--- config.mk ---
export PLATFORM = sky130hd
export DESIGN_NAME = jtag_dr_bank_flat
export DESIGN_NICKNAME = d
export VERILOG_FILES = /design/src/rtl/jtag_dr_bank_pkg.sv /design/src/rtl/jtag_dr_bank_if.sv /design/src/rtl/jtag_dr_update_slot.sv /design/src/rtl/jtag_dr_bank.sv /design/src/flat_wrapper.sv
export SDC_FILE = /design/constraint.sdc
export NUM_CORES = 1
export LEC_CHECK = 0
export ABC_AREA = 1
export BUFFER_PORTS_ARGS = -buffer_cell sky130_fd_sc_hd__buf_2
export CAP_MARGIN = 20
export CELL_PAD_IN_SITES_DETAIL_PLACEMENT = 1
export CELL_PAD_IN_SITES_GLOBAL_PLACEMENT = 1
export CORE_AREA = 2 2 210 212
export DETAILED_ROUTE_END_ITERATION = 7
export DIE_AREA = 0 0 212 214
export HOLD_SLACK_MARGIN = 0.1
export PLACE_DENSITY_LB_ADDON = 0.2
export SETUP_SLACK_MARGIN = 0.5
export SYNTH_ARGS = -nofsm -noshare
export SYNTH_HDL_FRONTEND = slang
export SYNTH_SLANG_ARGS = --single-unit
--- constraint.sdc ---
create_clock -name tck -period 2.8 [get_ports tck]
set_clock_uncertainty 0.15 [all_clocks]
set_input_delay 0.56 -clock tck [delete_from_list [all_inputs] [get_ports tck]]
set_output_delay 0.56 -clock tck [all_outputs]
set_load 0.05 [all_outputs]
--- src/rtl/jtag_dr_bank_pkg.sv ---
// Shared types for the JTAG data-register bank: TAP state encoding, DR width table and
// error flag bundle.
package jtag_dr_bank_pkg;

   localparam int unsigned MAX_NUM_DR = 16;
   localparam int unsigned MAX_DR_W   = 64;

   // Entries past NUM_DR are ignored by the bank.
   typedef int unsigned dr_bank_cfg_t [MAX_NUM_DR];

   typedef enum logic [3:0] {
      TapTestLogicReset,
      TapRunTestIdle,
      TapSelectDrScan,
      TapCaptureDr,
      TapShiftDr,
      TapExit1Dr,
      TapPauseDr,
      TapExit2Dr,
      TapUpdateDr,
      TapSelectIrScan,
      TapCaptureIr,
      TapShiftIr,
      TapExit1Ir,
      TapPauseIr,
      TapExit2Ir,
      TapUpdateIr
   } tap_ctrl_fsm_t;

   typedef struct packed {
      logic len_err;
      logic overrun;
   } dr_bank_err_t;

   function automatic int unsigned max_dr_w(input dr_bank_cfg_t w, input int unsigned n);
      int unsigned m;
      m = 1;
      for (int unsigned i = 0; i < MAX_NUM_DR; i++) begin
         if (i < n && w[i] > m) m = w[i];
      end
      return (m > MAX_DR_W) ? MAX_DR_W : m;
   endfunction

endpackage

--- src/rtl/jtag_dr_bank_if.sv ---
// Parallel capture inputs and per-DR update handshake between the DR bank (master) and
// the consuming logic (slave).
interface jtag_dr_bank_if #(
   parameter int unsigned NUM_DR = 8,
   parameter int unsigned MAX_W  = 32
);

   logic [NUM_DR*MAX_W-1:0] cap_data;
   logic [NUM_DR*MAX_W-1:0] upd_data;
   logic [NUM_DR-1:0]       upd_valid;
   logic [NUM_DR-1:0]       upd_ready;

   modport master (
      input  cap_data,
      input  upd_ready,
      output upd_data,
      output upd_valid
   );

   modport slave (
      output cap_data,
      output upd_ready,
      input  upd_data,
      input  upd_valid
   );

endinterface

--- src/rtl/jtag_dr_update_slot.sv ---
// One DR holding register with valid/ready hand-off, overrun detection and an optional
// in-place increment used for address auto-increment.
module jtag_dr_update_slot #(
   parameter int unsigned Width = 8,
   parameter int unsigned Step  = 4
) (
   input  logic             clk_i,
   input  logic             rst_i,
   input  logic             upd_req_i,
   input  logic [Width-1:0] upd_data_i,
   input  logic             inc_i,
   input  logic             ready_i,
   output logic [Width-1:0] data_o,
   output logic             valid_o,
   output logic             overrun_o
);

   logic [Width-1:0] data_q, data_d;
   logic             valid_q, valid_d;
   logic             accept;

   assign accept    = valid_q & ready_i;
   // An update colliding with an accept in the same cycle is not an overrun.
   assign overrun_o = upd_req_i & valid_q & ~ready_i;

   always_comb begin
      data_d  = data_q;
      valid_d = valid_q;
      if (accept) valid_d = 1'b0;
      if (inc_i) data_d = data_q + Width'(Step);
      // A loaded update overrides a same-cycle increment.
      if (upd_req_i && !overrun_o) begin
         data_d  = upd_data_i;
         valid_d = 1'b1;
      end
   end

   always_ff @(posedge clk_i) begin
      if (rst_i) begin
         data_q  <= '0;
         valid_q <= 1'b0;
      end else begin
         data_q  <= data_d;
         valid_q <= valid_d;
      end
   end

   assign data_o  = data_q;
   assign valid_o = valid_q;

endmodule

--- src/rtl/jtag_dr_bank.sv ---
// JTAG user DR bank with BYPASS, LSB-first shift path and per-DR update hand-off.
// Define JTAG_DR_AUTOINC_EN to auto-increment the ADDR DR on each accepted DATA DR update.
module jtag_dr_bank
   import jtag_dr_bank_pkg::*;
#(
   parameter int unsigned  NUM_DR       = 8,
   parameter dr_bank_cfg_t DR_W         = '{32, 32, 4, 8, 16, 1, 12, 32,
                                            1, 1, 1, 1, 1, 1, 1, 1},
   parameter int unsigned  ADDR_DR_IDX  = 0,
   parameter int unsigned  DATA_DR_IDX  = 1,
   parameter int unsigned  AUTOINC_STEP = 4,
   localparam int unsigned MAX_W        = max_dr_w(DR_W, NUM_DR),
   localparam int unsigned SEL_W        = (NUM_DR > 1) ? $clog2(NUM_DR) : 1
) (
   input  logic              tck,
   input  logic              trst,
   input  logic              tdi,
   output logic              tdo,
   input  tap_ctrl_fsm_t     tap_state,
   input  logic [SEL_W-1:0]  dr_sel,
   input  logic              dr_sel_vld,
   jtag_dr_bank_if.master    dr_if,
   input  logic              clr_err_i,
   output logic              len_err_o,
   output logic              overrun_o
);

   localparam int unsigned      CNT_W   = $clog2(MAX_W + 2);
   localparam logic [CNT_W-1:0] CNT_SAT = CNT_W'(MAX_W + 1);

   if (ADDR_DR_IDX >= NUM_DR || DATA_DR_IDX >= NUM_DR || ADDR_DR_IDX == DATA_DR_IDX)
   begin : g_bad_cfg
      $error("jtag_dr_bank: ADDR/DATA DR index out of range or identical");
   end

   function automatic logic [MAX_W-1:0] width_mask(input int unsigned w);
      logic [MAX_W-1:0] m;
      for (int unsigned b = 0; b < MAX_W; b++) m[b] = (b < w);
      return m;
   endfunction

   logic [MAX_W-1:0]        sr_q, sr_d;
   logic                    bypass_q, bypass_d;
   logic [CNT_W-1:0]        cnt_q, cnt_d;
   dr_bank_err_t            err_q, err_d;
   logic                    tdo_q;

   logic [3:0]              sel_idx;
   logic                    dr_vld;
   int unsigned             cur_w;
   logic [MAX_W-1:0]        cap_sel;
   logic                    upd_state;
   logic                    upd_ok;
   logic                    len_fail;
   logic [NUM_DR-1:0]       upd_req;
   logic [NUM_DR-1:0]       ovr;
   logic [NUM_DR-1:0]       valid;
   logic [NUM_DR*MAX_W-1:0] upd_data;

   // Out-of-range indices fall back to BYPASS.
   assign sel_idx   = 4'(dr_sel);
   assign dr_vld    = dr_sel_vld && (32'(dr_sel) < NUM_DR);
   assign cur_w     = DR_W[sel_idx];
   assign cap_sel   = dr_if.cap_data[32'(dr_sel)*MAX_W +: MAX_W];
   assign upd_state = (tap_state == TapUpdateDr) && dr_vld;
   assign len_fail  = upd_state && (cnt_q != CNT_W'(cur_w));
   assign upd_ok    = upd_state && !len_fail;

   always_comb begin
      sr_d     = sr_q;
      bypass_d = bypass_q;
      cnt_d    = cnt_q;
      case (tap_state)
         TapCaptureDr: begin
            cnt_d = '0;
            if (dr_vld) sr_d = cap_sel & width_mask(cur_w);
            else        bypass_d = 1'b0;
         end
         TapShiftDr: begin
            if (cnt_q != CNT_SAT) cnt_d = cnt_q + CNT_W'(1);
            if (dr_vld) begin
               sr_d = ((sr_q >> 1) & width_mask(cur_w - 1)) | (MAX_W'(tdi) << (cur_w - 1));
            end else begin
               bypass_d = tdi;
            end
         end
         default: ;
      endcase
   end

   always_comb begin
      err_d = err_q;
      if (clr_err_i) err_d = '0;
      if (len_fail)  err_d.len_err = 1'b1;
      if (|ovr)      err_d.overrun = 1'b1;
   end

   always_ff @(posedge tck) begin
      if (trst) begin
         sr_q     <= '0;
         bypass_q <= 1'b0;
         cnt_q    <= '0;
         err_q    <= '0;
      end else begin
         sr_q     <= sr_d;
         bypass_q <= bypass_d;
         cnt_q    <= cnt_d;
         err_q    <= err_d;
      end
   end

   // TDO is retimed to the falling edge so the far end samples it on the next rising edge.
   always_ff @(negedge tck) begin
      if (trst) begin
         tdo_q <= 1'b0;
      end else if (tap_state == TapShiftDr || tap_state == TapExit1Dr) begin
         tdo_q <= dr_vld ? sr_q[0] : bypass_q;
      end else begin
         tdo_q <= 1'b0;
      end
   end

`ifdef JTAG_DR_AUTOINC_EN
   logic [NUM_DR-1:0] acc;
   assign acc = valid & dr_if.upd_ready;
`endif

   for (genvar i = 0; i < NUM_DR; i++) begin : g_slot
      localparam int unsigned W = DR_W[i];
      logic [W-1:0] data;
      logic         inc;

      assign upd_req[i] = upd_ok && (dr_sel == SEL_W'(i));
`ifdef JTAG_DR_AUTOINC_EN
      assign inc = (ADDR_DR_IDX == i) ? acc[DATA_DR_IDX] : 1'b0;
`else
      assign inc = 1'b0;
`endif

      jtag_dr_update_slot #(
         .Width (W),
         .Step  (AUTOINC_STEP)
      ) u_slot (
         .clk_i      (tck),
         .rst_i      (trst),
         .upd_req_i  (upd_req[i]),
         .upd_data_i (sr_q[W-1:0]),
         .inc_i      (inc),
         .ready_i    (dr_if.upd_ready[i]),
         .data_o     (data),
         .valid_o    (valid[i]),
         .overrun_o  (ovr[i])
      );

      assign upd_data[i*MAX_W +: MAX_W] = MAX_W'(data);
   end

   assign dr_if.upd_data  = upd_data;
   assign dr_if.upd_valid = valid;
   assign tdo             = tdo_q;
   assign len_err_o       = err_q.len_err;
   assign overrun_o       = err_q.overrun;

endmodule

--- src/flat_wrapper.sv ---
// flat-port wrapper written by rule: the top's interface ports become plain ports
module jtag_dr_bank_flat import jtag_dr_bank_pkg::*;
#(
   parameter int unsigned  NUM_DR       = 8,
   parameter dr_bank_cfg_t DR_W         = '{32, 32, 4, 8, 16, 1, 12, 32,
                                            1, 1, 1, 1, 1, 1, 1, 1},
   parameter int unsigned  ADDR_DR_IDX  = 0,
   parameter int unsigned  DATA_DR_IDX  = 1,
   parameter int unsigned  AUTOINC_STEP = 4,
   localparam int unsigned MAX_W        = max_dr_w(DR_W, NUM_DR),
   localparam int unsigned SEL_W        = (NUM_DR > 1) ? $clog2(NUM_DR) : 1
)
  (tck, trst, tdi, tdo, tap_state, dr_sel, dr_sel_vld, clr_err_i, len_err_o, overrun_o, dr_if_cap_data, dr_if_upd_ready, dr_if_upd_data, dr_if_upd_valid);
  jtag_dr_bank_if #(.NUM_DR(NUM_DR), .MAX_W(32)) dr_if_i ();
  input  logic tck;
  input  logic trst;
  input  logic tdi;
  output logic tdo;
  input  tap_ctrl_fsm_t tap_state;
  input  logic [SEL_W-1:0] dr_sel;
  input  logic dr_sel_vld;
  input  logic clr_err_i;
  output logic len_err_o;
  output logic overrun_o;
  input wire logic [$bits(dr_if_i.cap_data)-1:0] dr_if_cap_data;
  input wire logic [$bits(dr_if_i.upd_ready)-1:0] dr_if_upd_ready;
  output wire logic [$bits(dr_if_i.upd_data)-1:0] dr_if_upd_data;
  output wire logic [$bits(dr_if_i.upd_valid)-1:0] dr_if_upd_valid;
  assign dr_if_i.cap_data = dr_if_cap_data;
  assign dr_if_i.upd_ready = dr_if_upd_ready;
  assign dr_if_upd_data = dr_if_i.upd_data;
  assign dr_if_upd_valid = dr_if_i.upd_valid;
  jtag_dr_bank #(.NUM_DR(NUM_DR), .DR_W(DR_W), .ADDR_DR_IDX(ADDR_DR_IDX), .DATA_DR_IDX(DATA_DR_IDX), .AUTOINC_STEP(AUTOINC_STEP)) u_core (.tck(tck), .trst(trst), .tdi(tdi), .tdo(tdo), .tap_state(tap_state), .dr_sel(dr_sel), .dr_sel_vld(dr_sel_vld), .dr_if(dr_if_i), .clr_err_i(clr_err_i), .len_err_o(len_err_o), .overrun_o(overrun_o));
endmodule
* Word level (Yosys, flattened, before mapping)
Memory sizes are Yosys's and may differ from the RTL's.
Index checks and enable logic that the tools add are counted.
** Operators by class
- Add/sub/neg operators :: 2
- Magnitude comparators :: 65
- Equality and inequality tests :: 18
- Shifts and indexed selects :: 2
- Muxes and demuxes :: 30
- Bitwise logic cells :: 37
- Reductions and logical operators :: 46
** Operators by type and width (count)
- 5-bit by 32-bit less-than comparator with 1-bit output, first input constant :: 32
- 4-bit by 32-bit less-than comparator with 1-bit output, first input constant :: 16
- 3-bit by 32-bit less-than comparator with 1-bit output, first input constant :: 8
- 256-bit by 9-bit indexed part select with 32-bit output :: 1
- 1-bit by 32-bit less-than comparator with 1-bit output, first input constant :: 4
- 2-bit by 32-bit less-than comparator with 1-bit output, first input constant :: 4
- 32-bit two-way mux :: 4
- 32-bit case mux with 2 select lines :: 1
- 31-bit by 32-bit AND with 32-bit output :: 1
- 32-bit AND :: 1
- 32-bit OR :: 1
- 1-bit by 32-bit << shifter with 32-bit output :: 1
- 32-bit by 1-bit subtractor with 32-bit output, second input constant :: 1
- 1-bit AND :: 24
- 2-bit nonzero test :: 11
- 1-bit two-way mux :: 21
- 1-bit logical AND :: 19
- 3-bit equality test, second input constant :: 4
- 6-bit case mux with 2 select lines :: 1
- 1-bit logical NOT :: 9
- 1-bit NOT :: 9
- 4-bit by 3-bit equality test with 1-bit output, second input constant :: 2
- 2-bit != test, second input constant :: 4
- 8-bit OR reduction :: 1
- other kinds (18) :: 20
** Word-level totals
- Register bits :: 187
- Bits in read-only memories :: 512
- Bits of input ports :: 276
- Output and inout port bits :: 267
- Logic and storage cells :: 223
- Memories :: 1
** Memory list
- (name not given) :: words 16, bits a word 32, rd ports 1, clocked after Yosys merged registers in 0, write ports 0, RTL line jtag_dr_bank.sv:63 : assign cur_w = DR_W[sel_idx];

* Logic depth before layout (Yosys ltp)
- Depth after elaboration :: 14
- Mapped depth :: 16
- Depth with buffers taken out :: 14

* By module
Synthesis repeated with hierarchy kept, for this count alone.
** Second synthesis, totals
- Cell total of the unflattened synthesis :: 2310
- Area total of the unflattened synthesis :: 14143.6 um^2
** By module, submodules not included
- jtag_dr_update_slot at u_core.g_slot[0].u_slot ... :: times used 3, cells an instance 406, area each 2364.8 um^2, seq. area each 660.6 um^2
- jtag_dr_bank :: times used 1, cells an instance 692, area each 4351.7 um^2, seq. area each 840.8 um^2
- jtag_dr_update_slot at u_core.g_slot[4].u_slot :: times used 1, cells an instance 157, area each 1069.8 um^2, seq. area each 340.3 um^2
- jtag_dr_update_slot at u_core.g_slot[6].u_slot :: times used 1, cells an instance 118, area each 792.0 um^2, seq. area each 260.2 um^2
- jtag_dr_update_slot at u_core.g_slot[3].u_slot :: times used 1, cells an instance 70, area each 488.0 um^2, seq. area each 180.2 um^2
- jtag_dr_update_slot at u_core.g_slot[2].u_slot :: times used 1, cells an instance 42, area each 255.2 um^2, seq. area each 100.1 um^2
- jtag_dr_update_slot at u_core.g_slot[5].u_slot :: times used 1, cells an instance 13, area each 92.6 um^2, seq. area each 40.0 um^2

==> reports/results.ini <==
[outcome]
status=finished with violations
violations=setup timing

[drt]
ant_nets=0
post_drt_via_cell_ratio=4.40
drtIter0Drc=344
drt-total-wl_um=41300
first_pass_iters=4
wire_per_inst_um=18.6
vias=9745
drc=0

[layout]
drive_gt1_share_pct=28.8
synthToLayoutAreaGrowth_pct=29.7
final_nets=1899
fin_util_pct=28.8
fillers=5403
finish.instance_area_um2=12400

[yosys]
synth_top_area_share_pct=39.3
synth-seq-area-share_pct=39.3
synthTopCellsByArea=dfxtp_1 39%, buf_4 11%, nor2_1 9.6%
synth_common_cells=243 x nor2_1, 187 x dfxtp_1, 172 x o21ai_0
synthFlopType=dfxtp_1
synth_cells=1313
syn_area_um2=9530
synth.most_common_cell=nor2_1
synth_top_area_cell=dfxtp_1
syn_avg_cell_area_um2=7.25
synth_seq_cells=187
ys_warn_count=0
yosysUniqueCellTypes=47
synth-edff-count=0
async_flop_share_pct=0

[global_route]
grt_max_degree=84
gr-total-overflow=0
antenna_found_initial=1
top_usage_layer=met2
use_met3_pct=3.33
grtUsageTotal_pct=17.8
grt_first_pass_wirelength_um=60500
grt_pass1_vias=9757
use_met1_pct=24.9
use_met2_pct=28.6

[pwr]
ir_drop_mv=0.434
power_density_nw_per_um2=511
power_mw=6.31
p_leak_nw=5.58

[cts]
numCtsBuffers=17
cts_buffer_depth=2
cts.clk_slew.worst_paths_ns=0.07
htree_levels=4
cts_tree=done
post-cts-setup-buffer-count=0
root_buffer=clkbuf_16
clock_sinks=187
clk_latency_ns=0.45
cts_hold_buffers=0

[worst_hold_path]
whs_path_depth=4
min_from=clr_err_i
hold_path_end=u_core.len_err_o$_SDFFE_PP0P_
hold_class=in2reg

[placed_design]
place_hpwl_um=31800
place_worst_setup_slack_ns=-0.0262
port_buffers=304
routabilityCongestion=0.783
place_area_um2=11700

[worst_setup_path]
slowest_stage=dfxtp_4
critPathMaxFanout=1
crit_type=reg2out
path_depth=1
rrSetupSlack_ns=0.42
slowest_delay_ns=0.33
crit-reg2reg-launch=u_core.sr_q[0]$_SDFFE_PP0P_
r2r_cells=5
cp-end-kind=primary output
timing.rr.end=u_core.tdo$_SDFF_NP0_
cp_data_required_time_ns=2.09
arrival_ns=2.34
crit_buf_inv=1
start_kind=register
critPathTopFamily=flip-flops
crit_chain=buf_12

[floorplan]
dieArea_um2=45400
placement_rows=76
die_w_um=212
pin_count=543
coreArea_um2=42900
die_h_um=214
start_util_pct=22.2

[timing]
worst_hold_slack_ns=0.246
worst_slack_ns=-0.250
maxSlewViolCount=0
max_slew_margin_pct=49.2
hold_violations=0
tightest_slew_ns=0.761
setup_viol=1
rsz0062_at_grt=yes

[job]
cap_violations=0

-- worst register-to-register path: stages (launching register included) --
cell and delay, ns:
dfxtp_2 0.35, inv_4 0.05, nand2_2 0.05, o21ai_2 0.05, nor4_2 0.12, buf_4 0.16
-- flip-flops by register name, summed over array words and instances (netlist names) --
signal,count
u_core.sr_q,32
u_core.len_err_o,1
u_core.tdo,1
u_core.cnt_q,6
u_core.g_slot.u_slot.data_o,137
u_core.g_slot.u_slot.valid_o,8
u_core.bypass_q,1
u_core.overrun_o,1
-- repair_timing --
action,in CTS,in global routing
pin swaps,0,2
gates cloned,0,0
setup endpoints to repair,2,129
resized for setup,4,22
-- layout make-up --
| type | instances | area, um2 | area share, % |
|---|---|---|---|
| Timing Repair Buffer | 368 | 2150 | 17.4 |
| Clock inverter | 13 | 169 | 1.37 |
| Inverter | 64 | 265 | 2.15 |
| Sequential cell | 187 | 3750 | 30.4 |
| Tap cell | 585 | 732 | 5.92 |
| Multi-Input combinational cell | 980 | 4840 | 39.2 |
| Antenna cell | 2 | 5.00 | 0.0405 |
| Clock buffer | 18 | 439 | 3.55 |
-- per-layer routing --
metal	vias to the layer above	part of all wire, %
li1	4774	-
met1	4636	48
met2	303	45
met3	32	5.9
met4	0	1.2
met5	-	0
-- worst max-delay path by stage --
stage | start | end | slack (ns)
floorplan | trst | u_core.tdo$_SDFF_NP0_ | 0.24
global placement | tap_state[3] | u_core.tdo$_SDFF_NP0_ | -0.01
CTS | u_core.tdo$_SDFF_NP0_ | tdo | -0.27
global route | u_core.tdo$_SDFF_NP0_ | tdo | -0.29
finish | u_core.tdo$_SDFF_NP0_ | tdo | -0.25
detailed placement | tap_state[3] | u_core.tdo$_SDFF_NP0_ | -0.03
-- layout by cell type, fill, tap and decap left out, types with 10 or more instances in the layout --
master / count
nand3_1: 38
nor2_4: 12
buf_4: 52
buf_2: 302
nand2_2: 10
o21ai_0: 88
a21oi_1: 108
inv_1: 49
o22ai_1: 11
o21ai_1: 112
o211ai_1: 17
nand2_1: 127
buf_12: 11
nand4_1: 13
nor2_1: 236
a31oi_1: 16
clkbuf_16: 17
dfxtp_1: 184
conb_1: 119
-- power by group --
group	total (mW)	switching, mW	leakage, nW	internal [mW]
clock	2.56	1.13	0.296	1.43
combinational	1.01	0.752	3.78	0.260
sequential	2.73	0.0547	1.51	2.68
total	6.31	1.94	5.58	4.37
-- metrics by stage --
step           instances  TNS (ns)
4_1_cts             2215    -0.270
2_1_floorplan       1431         0
6_report            2217    -0.250
3_3_place_gp        2185   -0.0142
5_1_grt             2215    -0.286
3_5_place_dp        2185   -0.0262
-- cells by family (layout without fill, tap and decap cells) --
group / after synthesis / after routing / share of synthesized area, %
simple gates: 470 / 470 / 21.8
compound gates: 386 / 386 / 21.9
fa+ha+maj: 4 / 4 / 0.525
buf+inv: 264 / 463 / 16.3
other cells: 1 / 121 / 0.0394
xor+xnor: 1 / 1 / 0.0920
flops: 187 / 187 / 39.3
(Power assumes the default switching activity.)
